[config.mk]
export PLATFORM = sky130hd
export DESIGN_NAME = rgb_pwm_driver
export DESIGN_NICKNAME = d
export VERILOG_FILES = /design/src/rtl/rgb_pwm_driver.sv
export SDC_FILE = /design/constraint.sdc
export NUM_CORES = 1
export LEC_CHECK = 0
export CORE_ASPECT_RATIO = 1.75
export CORE_UTILIZATION = 25
export DETAILED_ROUTE_END_ITERATION = 10
export GPL_ROUTABILITY_DRIVEN = 0
export SLEW_MARGIN = 15
export SYNTH_ARGS = -nofsm -noshare
export SYNTH_HDL_FRONTEND = slang
export SYNTH_SLANG_ARGS = --single-unit
[constraint.sdc]
create_clock -name clk -period 4.7 [get_ports clk]
set_input_delay 0.94 -clock clk [delete_from_list [all_inputs] [get_ports clk]]
set_output_delay 0.94 -clock clk [all_outputs]
set_load 0.02 [all_outputs]
[src/rtl/rgb_pwm_driver.sv]
// Three-channel 8-bit PWM LED driver with a one-entry colour buffer.
// New colours are applied only at frame boundaries (or at once while disabled).
module rgb_pwm_driver #(
  parameter int unsigned PRESCALE = 4
) (
  input  logic        clk,
  input  logic        rst_n,
  input  logic        enable,
  input  logic [23:0] rgb,
  input  logic        rgb_valid,
  output logic        rgb_ready,
  output logic        led_r,
  output logic        led_g,
  output logic        led_b,
  output logic        frame_start
);

  localparam int unsigned PreW = (PRESCALE > 1) ? $clog2(PRESCALE) : 1;
  localparam logic [PreW-1:0] PreMax = PreW'(PRESCALE - 1);

  logic [PreW-1:0] r_pre;
  logic [7:0]      r_cnt;
  logic [7:0]      r_duty_r;
  logic [7:0]      r_duty_g;
  logic [7:0]      r_duty_b;
  logic [23:0]     r_pend;
  logic            r_pend_full;
  logic            r_led_r;
  logic            r_led_g;
  logic            r_led_b;
  logic            r_frame_start;

  logic w_accept;
  logic w_tick;
  logic w_boundary;
  logic w_drain;

  assign w_accept   = rgb_valid && !r_pend_full;
  assign w_tick     = enable && (r_pre == PreMax);
  assign w_boundary = w_tick && (r_cnt == 8'hFF);
  // Accept needs an empty buffer and drain a full one, so they never coincide.
  assign w_drain    = r_pend_full && (!enable || w_boundary);

  always_ff @(posedge clk or negedge rst_n) begin
    if (!rst_n) begin
      r_pre         <= '0;
      r_cnt         <= 8'd0;
      r_duty_r      <= 8'd0;
      r_duty_g      <= 8'd0;
      r_duty_b      <= 8'd0;
      r_pend        <= 24'd0;
      r_pend_full   <= 1'b0;
      r_led_r       <= 1'b0;
      r_led_g       <= 1'b0;
      r_led_b       <= 1'b0;
      r_frame_start <= 1'b0;
    end else begin
      if (w_accept) begin
        r_pend      <= rgb;
        r_pend_full <= 1'b1;
      end else if (w_drain) begin
        r_pend_full <= 1'b0;
      end

      if (w_drain) begin
        r_duty_r <= r_pend[23:16];
        r_duty_g <= r_pend[15:8];
        r_duty_b <= r_pend[7:0];
      end

      if (!enable) begin
        r_pre         <= '0;
        r_cnt         <= 8'd0;
        r_led_r       <= 1'b0;
        r_led_g       <= 1'b0;
        r_led_b       <= 1'b0;
        r_frame_start <= 1'b0;
      end else begin
        if (w_tick) begin
          r_pre <= '0;
          r_cnt <= r_cnt + 8'd1;
        end else begin
          r_pre <= r_pre + PreW'(1);
        end
        r_led_r       <= (r_cnt < r_duty_r);
        r_led_g       <= (r_cnt < r_duty_g);
        r_led_b       <= (r_cnt < r_duty_b);
        r_frame_start <= (r_cnt == 8'd0) && (r_pre == '0);
      end
    end
  end

  assign rgb_ready   = !r_pend_full;
  assign led_r       = r_led_r;
  assign led_g       = r_led_g;
  assign led_b       = r_led_b;
  assign frame_start = r_frame_start;

endmodule

# Word level (Yosys, flattened, before mapping)
# Index checks and enable logic that the tools add are counted.
[totals]
regBits = 63
out_inout_bits = 5
input_bits = 28
wordCells = 40
[op_classes]
n_addsub = 2
n_eq_ne = 3
n_mux = 10
reduce_logical = 11
magnitude_cmp = 3
[op_table]
columns = ["cell", "n"]
rows = [
  ["$lt 8x8->1", 3],
  ["$mux 8", 2],
  ["$add 8x1->8 const B", 1],
  ["$eq 8x8->1 const B", 1],
  ["$logic_not 8->1", 1],
  ["$mux 1", 6],
  ["$logic_and 1x1->1", 5],
  ["$mux 2", 2],
  ["$add 2x1->2 const B", 1],
  ["$eq 2x2->1 const B", 1],
  ["$logic_not 1->1", 2],
  ["$logic_not 2->1", 1],
  ["$ne 2x1->1 const B", 1],
  ["$reduce_bool 2->1", 1],
  ["$logic_or 1x1->1", 1],
]

# Longest topological paths before layout
# Gate-level depths: netlist (run 1).
[logic_depth]
word_depth = 7
ltp_mapped = 6
ltp_nobuf = 5

# Least setup slack after synthesis (run 1)
# OpenSTA, ideal clock, no wires.
[synth_timing]
kind = "in2reg"
from = "in rgb_valid"
to = "reg r_pend[10]"
n_path_buf = 2
path_slack_ns = 2.870
arrival_ns = 1.705
setup_time_ns = 0.125
t_required_ns = 4.575
path_stages = 4
path_cell_list = "nor2b_1 -> buf_2 -> buf_4 -> mux2_2"
[synth_via]
elab_chain_cells = 1
[synth_rtl]
columns = ["element", "line_no", "rtl"]
rows = [
  ["start, declared", "10", "input logic rgb_valid,"],
  ["$logic_and 1x1->1", "38", "assign w_accept = rgb_valid && !r_pend_full;"],
  ["end signal, assigned", "59", "r_pend <= rgb;"],
  ["end, declared", "26", "logic [23:0] r_pend;"],
]
# No other way between the ends.
# A chain may end at the register's enable or synchronous reset.

# Final worst setup path (run 1)
[layout_timing]
from = "reg r_pend_full"
to = "out rgb_ready"
[layout_via]
elab_chain_cells = 1
[layout_rtl]
columns = ["element", "line_no", "rtl"]
rows = [
  ["start, declared", "27", "logic r_pend_full;"],
  ["start signal, assigned", "52", "r_pend_full <= 1'b0;"],
  ["start signal, assigned", "60", "r_pend_full <= 1'b1;"],
  ["start signal, assigned", "62", "r_pend_full <= 1'b0;"],
  ["$logic_not 1->1", "93", "assign rgb_ready = !r_pend_full;"],
  ["end, declared", "11", "output logic rgb_ready,"],
]
# No other way between the ends.

==> summary.txt, run 1 <==
Route
  – Starting DRT DRC Count: 73
  – Met2 WL post-DR: 4060 um
  – Met3 routed wirelength: 259 um
  – Drt pass-1 iters: 4
  – Via/cell ratio: 4.75
  – Wire per inst: 14.6 um
  – Highest routed layer: met4
  – Drt total wl: 7680 um
  – M1 WL: between 3000 and 4000 um
  – Post-route ant nets: 0
  – Vias: 2494
  – Residual DRC: 0

Setup path
  – Worst R2R Path Depth: 4
  – Worst-path fanout max: 25
  – Crit path DAT: 1.55 ns
  – CP startpoint kind: register
  – Critical Path RT: 3.76 ns
  – R2R Setup Slk: 2.59 ns
  – Critical path class: register to output port
  – Crit path capture type: output port

Power
  – Switching share of power: 27.7%
  – Power share of the sequential group: between 40% and 50%
  – Power per Cell Area: 443 nW/um2
  – Internal power: 0.00136 W
  – Leakage: 1.89 nW
  – Comb pwr share: a little over a fifth
  – Clock power frac: 38.6%
  – Worst VDD drop: 187 uV
  – Sw power: 0.000522 W

Clocking
  – Total CTS buffers: 9
  – Worst-Skew Late Latency: between 0.3 and 0.4 ns
  – Root Buffer: clkbuf_16
  – CTS Buffer Depth: 2
  – CTS tree: yes
  – CTS Hold Bufs: 0
  – H-Tree Depth: 3
  – Worst-path clk slew: about 0.060 ns
  – # clock sinks: 63
  – Post-CTS sizing: 0
  – Post-CTS setup buffer count: 0

Synth
  – Post-synth EDFFs: 0
  – Yosys reg bits: 63
  – Synth warn: 0
  – Synth Cell Area: approximately 3600 um2
  – Synth Net Count: 370
  – Post-synthesis sequential area ratio: 44.0%
  – Fraction of registers with async set/reset: between 90% and 100%
  – Unique masters post-synth: 40
  – Synthesized area per cell: 11.3 um2
  – Post-Synthesis Cells: 317
  – Synth Flop Type: dfrtp_1

Floorplan
  – Die width: 92.5 um
  – Core ar.: 13900 um2
  – Row count: 57
  – DIE HEIGHT: 160 um
  – Die area: 14800 um2
  – Initial Utilization: around a quarter
  – Boundary Pins: 33

STA
  – Setup tns final: 0 ns
  – Min Hold Slack: 0.468 ns
  – RSZ-0062 raised after global routing: no
  – Setup violators final: 0
  – Max Clock Skew: roughly 0.0071 ns
  – Relative slew slack: 44.5%
  – Fin crit share: 53.1%
  – Worst-Margin Slew: roughly 0.83 ns
  – Max Clk Rate: 0.401 GHz
  – Final hold viol count: 0
  – Pins Over Slew Limit: 0
  – Crit path time final: 2.49 ns

Run status
  – Status: finished, final reports clean

Global routing
  – Initial antenna violation count: 0
  – Number of global-route vias before repair: 2697
  – Total gr overflow: 0
  – First-pass GRT wire length: 13200 um
  – Largest net degree at the start of global routing: 64
  – All-Layer GR Usage: 11.4%

Hold path
  – Hold depth: 1
  – Hold Path Class: register to register

Job
  – Max Cap Violations: 0

Final layout
  – Nets: 396
  – Most frequent cells in the layout: dfrtp_1, nand2_1, o211ai_1, clkdlybuf4s50_1, inv_1
  – Layout fillers: 1405
  – Fraction of layout cells with a size suffix above 1: 19.8%
  – Synthesis-to-layout area growth: 18.6%
  – Most common cell after layout, fill and taps aside: dfrtp_1
  – Antenna Cells: 0

Placement
  – # port buffers: 32
  – Final HPWL DP: 5430 um
final cells by class:
cell class                      instances  area (um2)  area share [%]
Multi-Input combinational cell        206        1670            39.4
Sequential cell                        63        1580            37.1
Timing Repair Buffer                   35         338            7.96
Clock buffer                           13         260            6.13
Tap cell                              177         221            5.22
Inverter                               28         113            2.65
Clock inverter                          3        65.1            1.53
worst max-delay path, stage by stage, from the launching register on:
cell	delay, ns
dfrtp_1	0.44
inv_8	0.16
clkdlybuf4s50_1	0.62
final timing paths:
path / from / to
setup reg to reg: r_pre[0]$_DFF_PN0_ / r_pend_full$_DFFE_PN0P_
hold / removal: r_pre[0]$_DFF_PN0_ / r_pre[0]$_DFF_PN0_
max in group asynchronous: rst_n / r_pend[22]$_DFFE_PN0P_
hold reg to reg: r_pre[0]$_DFF_PN0_ / r_pre[0]$_DFF_PN0_
setup / recovery: r_pend_full$_DFFE_PN0P_ / rgb_ready
min in group asynchronous: rst_n / r_pend[10]$_DFFE_PN0P_
logic make-up after synthesis:
| family | after synthesis | share of synthesized area, % |
|---|---|---|
| and+or+nand+nor | 79 | 10.8 |
| AOI/OAI and AO/OA | 73 | 18.1 |
| DFF | 63 | 44.0 |
| buffers and inverters | 48 | 9.50 |
| muxes | 26 | 8.11 |
| adders and majority gates | 25 | 8.74 |
| xor gates and xnor gates | 3 | 0.734 |
through the flow:
stage                     utilization (%)  instance area [um2]  setup slack (ns)  total power, W  instances
after floorplan                         -                 3580              2.87         0.00106        317
after global placement               28.2                 3920              1.81         0.00114        509
after detailed placement             28.2                 3920              1.75         0.00117        509
after CTS                            30.5                 4240              2.11         0.00190        525
after global routing                 30.5                 4250              2.04         0.00199        525
final                                30.5                 4250              2.21         0.00188        525
power groups by stage:
| stage | registers (W) | clock network [W] | logic, W |
|---|---|---|---|
| after floorplan | 0.000739 | 0 | 0.000320 |
| after global placement | 0.000762 | 0 | 0.000383 |
| after detailed placement | 0.000770 | 0 | 0.000399 |
| after CTS | 0.000761 | 0.000737 | 0.000402 |
| after global routing | 0.000779 | 0.000762 | 0.000446 |
| final | 0.000761 | 0.000726 | 0.000394 |
synthesized netlist by cell type (3+ instances only):
cell,n,area (um2)
dfrtp_1,63,1580
nand2_1,53,199
o211ai_1,31,233
inv_1,27,101
ha_1,25,313
mux2_2,24,270
o211ai_2,20,250
clkbuf_8,12,165
a21oi_1,6,30.0
nor2_1,5,18.8
nor2b_1,4,25.0
o21ai_0,4,20.0
a2111oi_0,3,26.3
a211oi_1,3,22.5
buf_6,3,33.8
nor3b_1,3,22.5
o2111a_1,3,33.8
metal layers:
layer  vias up  GRT usage, %
met5         -             0
met4         0          5.97
met3        14          2.79
met2        50          20.2
met1      1250          12.3
li1       1180             -
sequential cells by signal, indices dropped and copies added, names as in the netlist:
name	count
r_pend	24
r_duty_r	8
r_cnt	8
r_pend_full	1
led_r	1
r_duty_g	8
led_g	1
led_b	1
r_pre	2
frame_start	1
r_duty_b	8
(Power assumes the default switching activity.)
==> run 2, diff against run 1 <==
clock period = 2.2 ns   (was 4.7 ns; I/O delays follow)
==> summary.txt, run 2 (synthesized netlist as in run 1, its figures left out) <==
Clocking
  – Post-CTS setup buffer count: 0 (unchanged)
  – # clock sinks: 63 (unchanged)
  – CTS Hold Bufs: 0 (unchanged)
  – Total CTS buffers: 9 (unchanged)
  – Worst-path clk slew: 0.05 ns (was 0.06 ns)
  – Root Buffer: clkbuf_16 (unchanged)
  – Post-CTS sizing: 0 (unchanged)
  – CTS tree: yes (unchanged)
  – Worst-Skew Late Latency: 0.32 ns (was 0.33 ns)
  – H-Tree Depth: 3 (unchanged)
  – CTS Buffer Depth: 2 (unchanged)

Setup path
  – Worst-path fanout max: 25 (unchanged)
  – R2R Setup Slk: 0.36 ns (was 2.59 ns)
  – CP startpoint kind: register (unchanged)
  – Crit path DAT: 1.55 ns (about the same)
  – CP Capture Point: rgb_ready (unchanged)
  – Critical path class: register to output port (unchanged)
  – CP Launch Point: r_pend_full$_DFFE_PN0P_ (unchanged)
  – Worst R2R Path Depth: 4 (unchanged)
  – Worst flop-to-flop path startpoint: r_cnt[3]$_DFFE_PN0P_ (was r_pre[0]$_DFF_PN0_)
  – Critical Path RT: 1.76 ns (was 3.76 ns)
  – R2R Path End: led_b$_DFF_PN0_ (was r_pend_full$_DFFE_PN0P_)
  – Crit path capture type: output port (unchanged)

Placement
  – # port buffers: 32 (unchanged)
  – Final HPWL DP: 5670 um (was 5430 um)
  – Placed Area: 3990 um2 (was 3920 um2)

STA
  – Max Clk Rate: between 0.5 and 0.6 GHz
  – Final hold viol count: 0 (unchanged)
  – Relative slew slack: 69.8% (was 44.5%)
  – Max Clock Skew: 0.00377 ns (was 0.00714 ns)
  – Crit path time final: 1.99 ns
  – Fin crit share: 90.3%
  – Worst-Margin Slew: 0.441 ns (was 0.832 ns)
  – Setup violators final: 0 (unchanged)
  – Setup tns final: 0 ns (unchanged)
  – RSZ-0062 raised after global routing: no (unchanged)
  – Pins Over Slew Limit: 0 (unchanged)

Power
  – Worst VDD drop: 314 uV (was 187 uV)
  – Leakage: 1.91 nW (was 1.89 nW)
  – Power per Cell Area: 919 nW/um2 (was 443 nW/um2)

Run status
  – Status: finished, final reports clean (unchanged)

Global routing
  – Largest net degree at the start of global routing: 36 (was 64)
  – First-pass GRT wire length: 13100 um (was 13200 um)
  – Initial antenna violation count: 0 (unchanged)
  – Total gr overflow: 0 (unchanged)
  – All-Layer GR Usage: 11.2% (was 11.4%)
  – Number of global-route vias before repair: 2765 (was 2697)

Final layout
  – Most common cell after layout, fill and taps aside: dfrtp_1 (unchanged)
  – Design area: 4290 um2 (was 4250 um2)
  – Number of flip-flops under the largest register name: 24 (unchanged)
  – Antenna Cells: 0 (unchanged)
  – Most frequent cells in the layout: dfrtp_1, nand2_1, o211ai_1, clkdlybuf4s50_1, inv_1 (unchanged)
  – Reg with most FFs: r_pend (unchanged)
  – Post-Route Utilization: 30.9% (was 30.5%)
  – Synthesis-to-layout area growth: 19.8% (was 18.6%)
  – Nets: 402 (was 396)
  – Fraction of layout cells with a size suffix above 1: 20.9% (was 19.8%)

Floorplan
  – Die width: 92.5 um (unchanged)
  – DIE HEIGHT: 160 um (unchanged)
  – Initial Utilization: 25.7% (unchanged)
  – Row count: 57 (unchanged)
  – Boundary Pins: 33 (unchanged)
  – Die area: 14800 um2 (unchanged)
  – Core ar.: 13900 um2 (unchanged)

Route
  – Via/cell ratio: 4.71 (was 4.75)
  – Residual DRC: 0 (unchanged)
  – Wire per inst: 14.3 um (was 14.6 um)
  – Starting DRT DRC Count: 106 (was 73)
  – Drt pass-1 iters: 4 (unchanged)
  – Vias: 2503 (was 2494)
  – Drt total wl: 7620 um (was 7680 um)
  – Post-route ant nets: 0 (unchanged)

Job
  – Max Cap Violations: 0 (unchanged)

Hold path
  – Hold Path Class: primary input to async pin (was register to register)
==> run 2: cell count changes in the layout (fill, tap and decap cells not counted) <==
cell      change
buf_4         +4
buf_12        +2
clkbuf_8      -2
clkbuf_1      +1
clkinv_2      +1
nor2b_2       +1
nor2b_4       -1
==> run 2: worst min path at each step <==
stage	to	slack [ns]
2_1_floorplan	frame_start$_DFF_PN0_	0.14
3_3_place_gp	r_pend[6]$_DFFE_PN0P_	0.36
3_5_place_dp	r_pend[6]$_DFFE_PN0P_	0.36
4_1_cts	r_pend[6]$_DFFE_PN0P_	0.02
5_1_grt	r_pend[9]$_DFFE_PN0P_	0.03
6_report	r_pend[6]$_DFFE_PN0P_	0.02
==> run 2: critical path, cell delays in order (launching register included) <==
cell             delay (ns)
dfrtp_1                0.43
inv_8                  0.16
clkdlybuf4s50_1        0.63
==> run 2: stage by stage <==
| step | cells | hold slack [ns] | total power, W | setup slack, ns |
|---|---|---|---|---|
| floorplan | 317 | 0.144 | 0.00226 | 0.660 |
| global placement | 515 | 0.362 | 0.00246 | 0.371 |
| detailed placement | 515 | 0.365 | 0.00251 | 0.364 |
| CTS | 531 | 0.0174 | 0.00399 | 0.192 |
| global route | 531 | 0.0255 | 0.00417 | 0.155 |
| finish | 531 | 0.0152 | 0.00395 | 0.213 |
==> run 2: final cells by class <==
type	count	area (um2)
timing repair buffer	41	408
multi-input combinational	206	1670
fill	1418	9620
sequential	63	1580
clock inverter	4	70.1
tap	177	221
inverter	28	113
clock buffer	12	236
==> run 2: where the power goes <==
part	leakage, nW	switching [W]	internal [W]
clock network	0.151	0.000480	0.000988
logic	1.01	0.000422	0.000433
registers	0.749	0.000194	0.00143
==> run 2: layer usage <==
metal	routed length [um]	global-route usage [%]	share of wire [%]	up-vias
li1	-	-	-	1194
met1	3070	11.6	40	1254
met2	4220	20.7	55	45
met3	182	2.18	2.4	10
met4	138	6.32	1.8	0
met5	0	0	0	-
==> run 3, diff against run 2 <==
PLACE_DENSITY = 0.44   (was unset)
==> summary.txt, run 3 (synthesized netlist as in run 1, its figures left out) <==
Clocking
  – CTS tree: yes (unchanged)
  – Total CTS buffers: 9 (unchanged)
  – H-Tree Depth: 3 (unchanged)
  – CTS Buffer Depth: 2 (unchanged)
  – CTS Hold Bufs: 0 (unchanged)
  – Worst-Skew Late Latency: 0.33 ns (was 0.32 ns)
  – # clock sinks: 63 (unchanged)
  – Post-CTS sizing: 0 (unchanged)
  – Root Buffer: clkbuf_16 (unchanged)
  – Worst-path clk slew: 0.06 ns (was 0.05 ns)
  – Post-CTS setup buffer count: 0 (unchanged)

Placement
  – Final HPWL DP: 5740 um (was 5670 um)
  – Pre-CTS WS: 0.180 ns (was 0.364 ns)
  – # placed instances: 520 (was 515)
  – # port buffers: 32 (unchanged)

Floorplan
  – Row count: 57 (unchanged)
  – Initial Utilization: 25.7% (unchanged)
  – Die area: 14800 um2 (unchanged)
  – Die width: 92.5 um (unchanged)
  – Boundary Pins: 33 (unchanged)
  – DIE HEIGHT: 160 um (unchanged)
  – Core ar.: 13900 um2 (unchanged)

Global routing
  – First-pass GRT wire length: 13700 um (was 13100 um)
  – Largest net degree at the start of global routing: 64 (was 36)
  – Number of global-route vias before repair: 2707 (was 2765)
  – All-Layer GR Usage: 12.1% (was 11.2%)
  – Total gr overflow: 0 (unchanged)
  – Initial antenna violation count: 0 (unchanged)

Final layout
  – Multi-input logic area: 1670 um2 (unchanged)
  – Most common cell after layout, fill and taps aside: dfrtp_1 (unchanged)
  – Antenna Cells: 0 (unchanged)
  – Layout fillers: 1416 (was 1418)
  – Synthesis-to-layout area growth: 20.7% (was 19.8%)
  – Finished Layout Cells: 536 (was 531)
  – Most frequent cells in the layout: dfrtp_1, nand2_1, o211ai_1, clkdlybuf4s50_1, inv_1 (unchanged)
  – FF+latch area: 1580 um2 (unchanged)
  – Number of flip-flops under the largest register name: 24 (unchanged)
  – Post-Route Utilization: 31.1% (was 30.9%)
  – Reg with most FFs: r_pend (unchanged)
  – Fraction of layout cells with a size suffix above 1: 22.6% (was 20.9%)
  – Nets: 407 (was 402)

Setup path
  – CP startpoint kind: register (unchanged)
  – Critical path class: register to register (was register to output port)
  – Worst R2R Path Depth: 5 (was 4)
  – Crit path capture type: register (was output port)
  – Critical Path RT: 2.35 ns (was 1.76 ns)
  – Worst-path fanout max: 6 (was 25)
  – Crit path DAT: 2.21 ns (was 1.55 ns)

STA
  – Worst-Margin Slew: 0.638 ns (was 0.441 ns)
  – Final WS setup: 0.145 ns (was 0.213 ns)
  – Crit path time final: 2.06 ns (was 1.99 ns)
  – Max Clock Skew: 0.00650 ns (was 0.00377 ns)
  – Max Clk Rate: 0.487 GHz (was 0.503 GHz)
  – Setup violators final: 0 (unchanged)
  – Setup tns final: 0 ns (unchanged)
  – Relative slew slack: 56.4% (was 69.8%)
  – Pins Over Slew Limit: 0 (unchanged)
  – Fin crit share: 93.4% (was 90.3%)
  – RSZ-0062 raised after global routing: no (unchanged)
  – Final hold viol count: 0 (unchanged)

Run status
  – Status: finished, final reports clean (unchanged)

Route
  – Residual DRC: 0 (unchanged)
  – Post-route ant nets: 0 (unchanged)
  – Drt pass-1 iters: 4 (unchanged)
  – Starting DRT DRC Count: 111 (was 106)
  – Drt total wl: 8070 um (was 7620 um)
  – Wire per inst: 15.1 um (was 14.3 um)
  – Vias: 2454 (was 2503)
  – Via/cell ratio: 4.58 (was 4.71)

Hold path
  – Hold Path Class: primary input to async pin (unchanged)

Power
  – Power per Cell Area: 904 nW/um2 (was 919 nW/um2)
  – Total power: 0.00391 W (was 0.00395 W)
  – Leakage: 1.93 nW (was 1.91 nW)
  – Worst VDD drop: 381 uV (was 314 uV)

Job
  – Max Cap Violations: 0 (unchanged)
run 3: cell count changes in the layout (fill, tap and decap cells not counted), sizes merged:
cell / delta
buf: +5
clkbuf: -2
bufinv: -1
clkinvlp: +2
clkinv: +1
run 3: path summary, 6_finish.rpt:
kind,start,to,slack (ns)
worst max-delay path,r_cnt[3]$_DFFE_PN0P_,led_r$_DFF_PN0_,0.14
worst min-delay path,rst_n,r_pend[14]$_DFFE_PN0P_,0.09
worst max register to register,r_cnt[3]$_DFFE_PN0P_,led_r$_DFF_PN0_,0.14
worst min register to register,r_pre[0]$_DFF_PN0_,r_pre[0]$_DFF_PN0_,0.48
max in group asynchronous,rst_n,r_cnt[5]$_DFFE_PN0P_,1.75
min in group clk,r_pre[0]$_DFF_PN0_,r_pre[0]$_DFF_PN0_,0.48
run 3: per-stage QoR:
stage / hold slack (ns) / area [um2]
floorplan: 0.144 / 3580
global placement: 0.467 / 4020
detailed placement: 0.471 / 4020
CTS: 0.137 / 4320
global route: 0.161 / 4320
finish: 0.0920 / 4320
run 3: power by group:
part	leakage (nW)	switching [W]	total, W	internal (W)
Sequential	0.749	0.000200	0.00163	0.00143
Combinational	1.04	0.000423	0.000860	0.000437
Clock	0.139	0.000538	0.00142	0.000882
run 3: area by class of cell:
type	instances	area share (%)
clock buffers	10	5.30
clock inverters	6	1.65
inverters	28	2.60
multi-input cells	206	38.6
flip-flops and latches	63	36.5
well taps	177	5.12
repair buffers	46	10.3
run 3: layer usage:
metal	wire length, um	share of wire [%]	global-route usage, %	vias up
met2	4130	51	20.7	44
met1	3480	43	14.0	1190
met4	251	3.1	6.68	0
met5	0	0	0	-
li1	-	-	-	1207
met3	214	2.7	2.23	13
run 3: critical path, cell delays in order, from the launching register on:
cell and delay, ns:
dfrtp_1 0.40, buf_4 0.18, ha_1 0.31, a211oi_1 0.24, o21ai_0 0.11, a2111oi_0 0.63
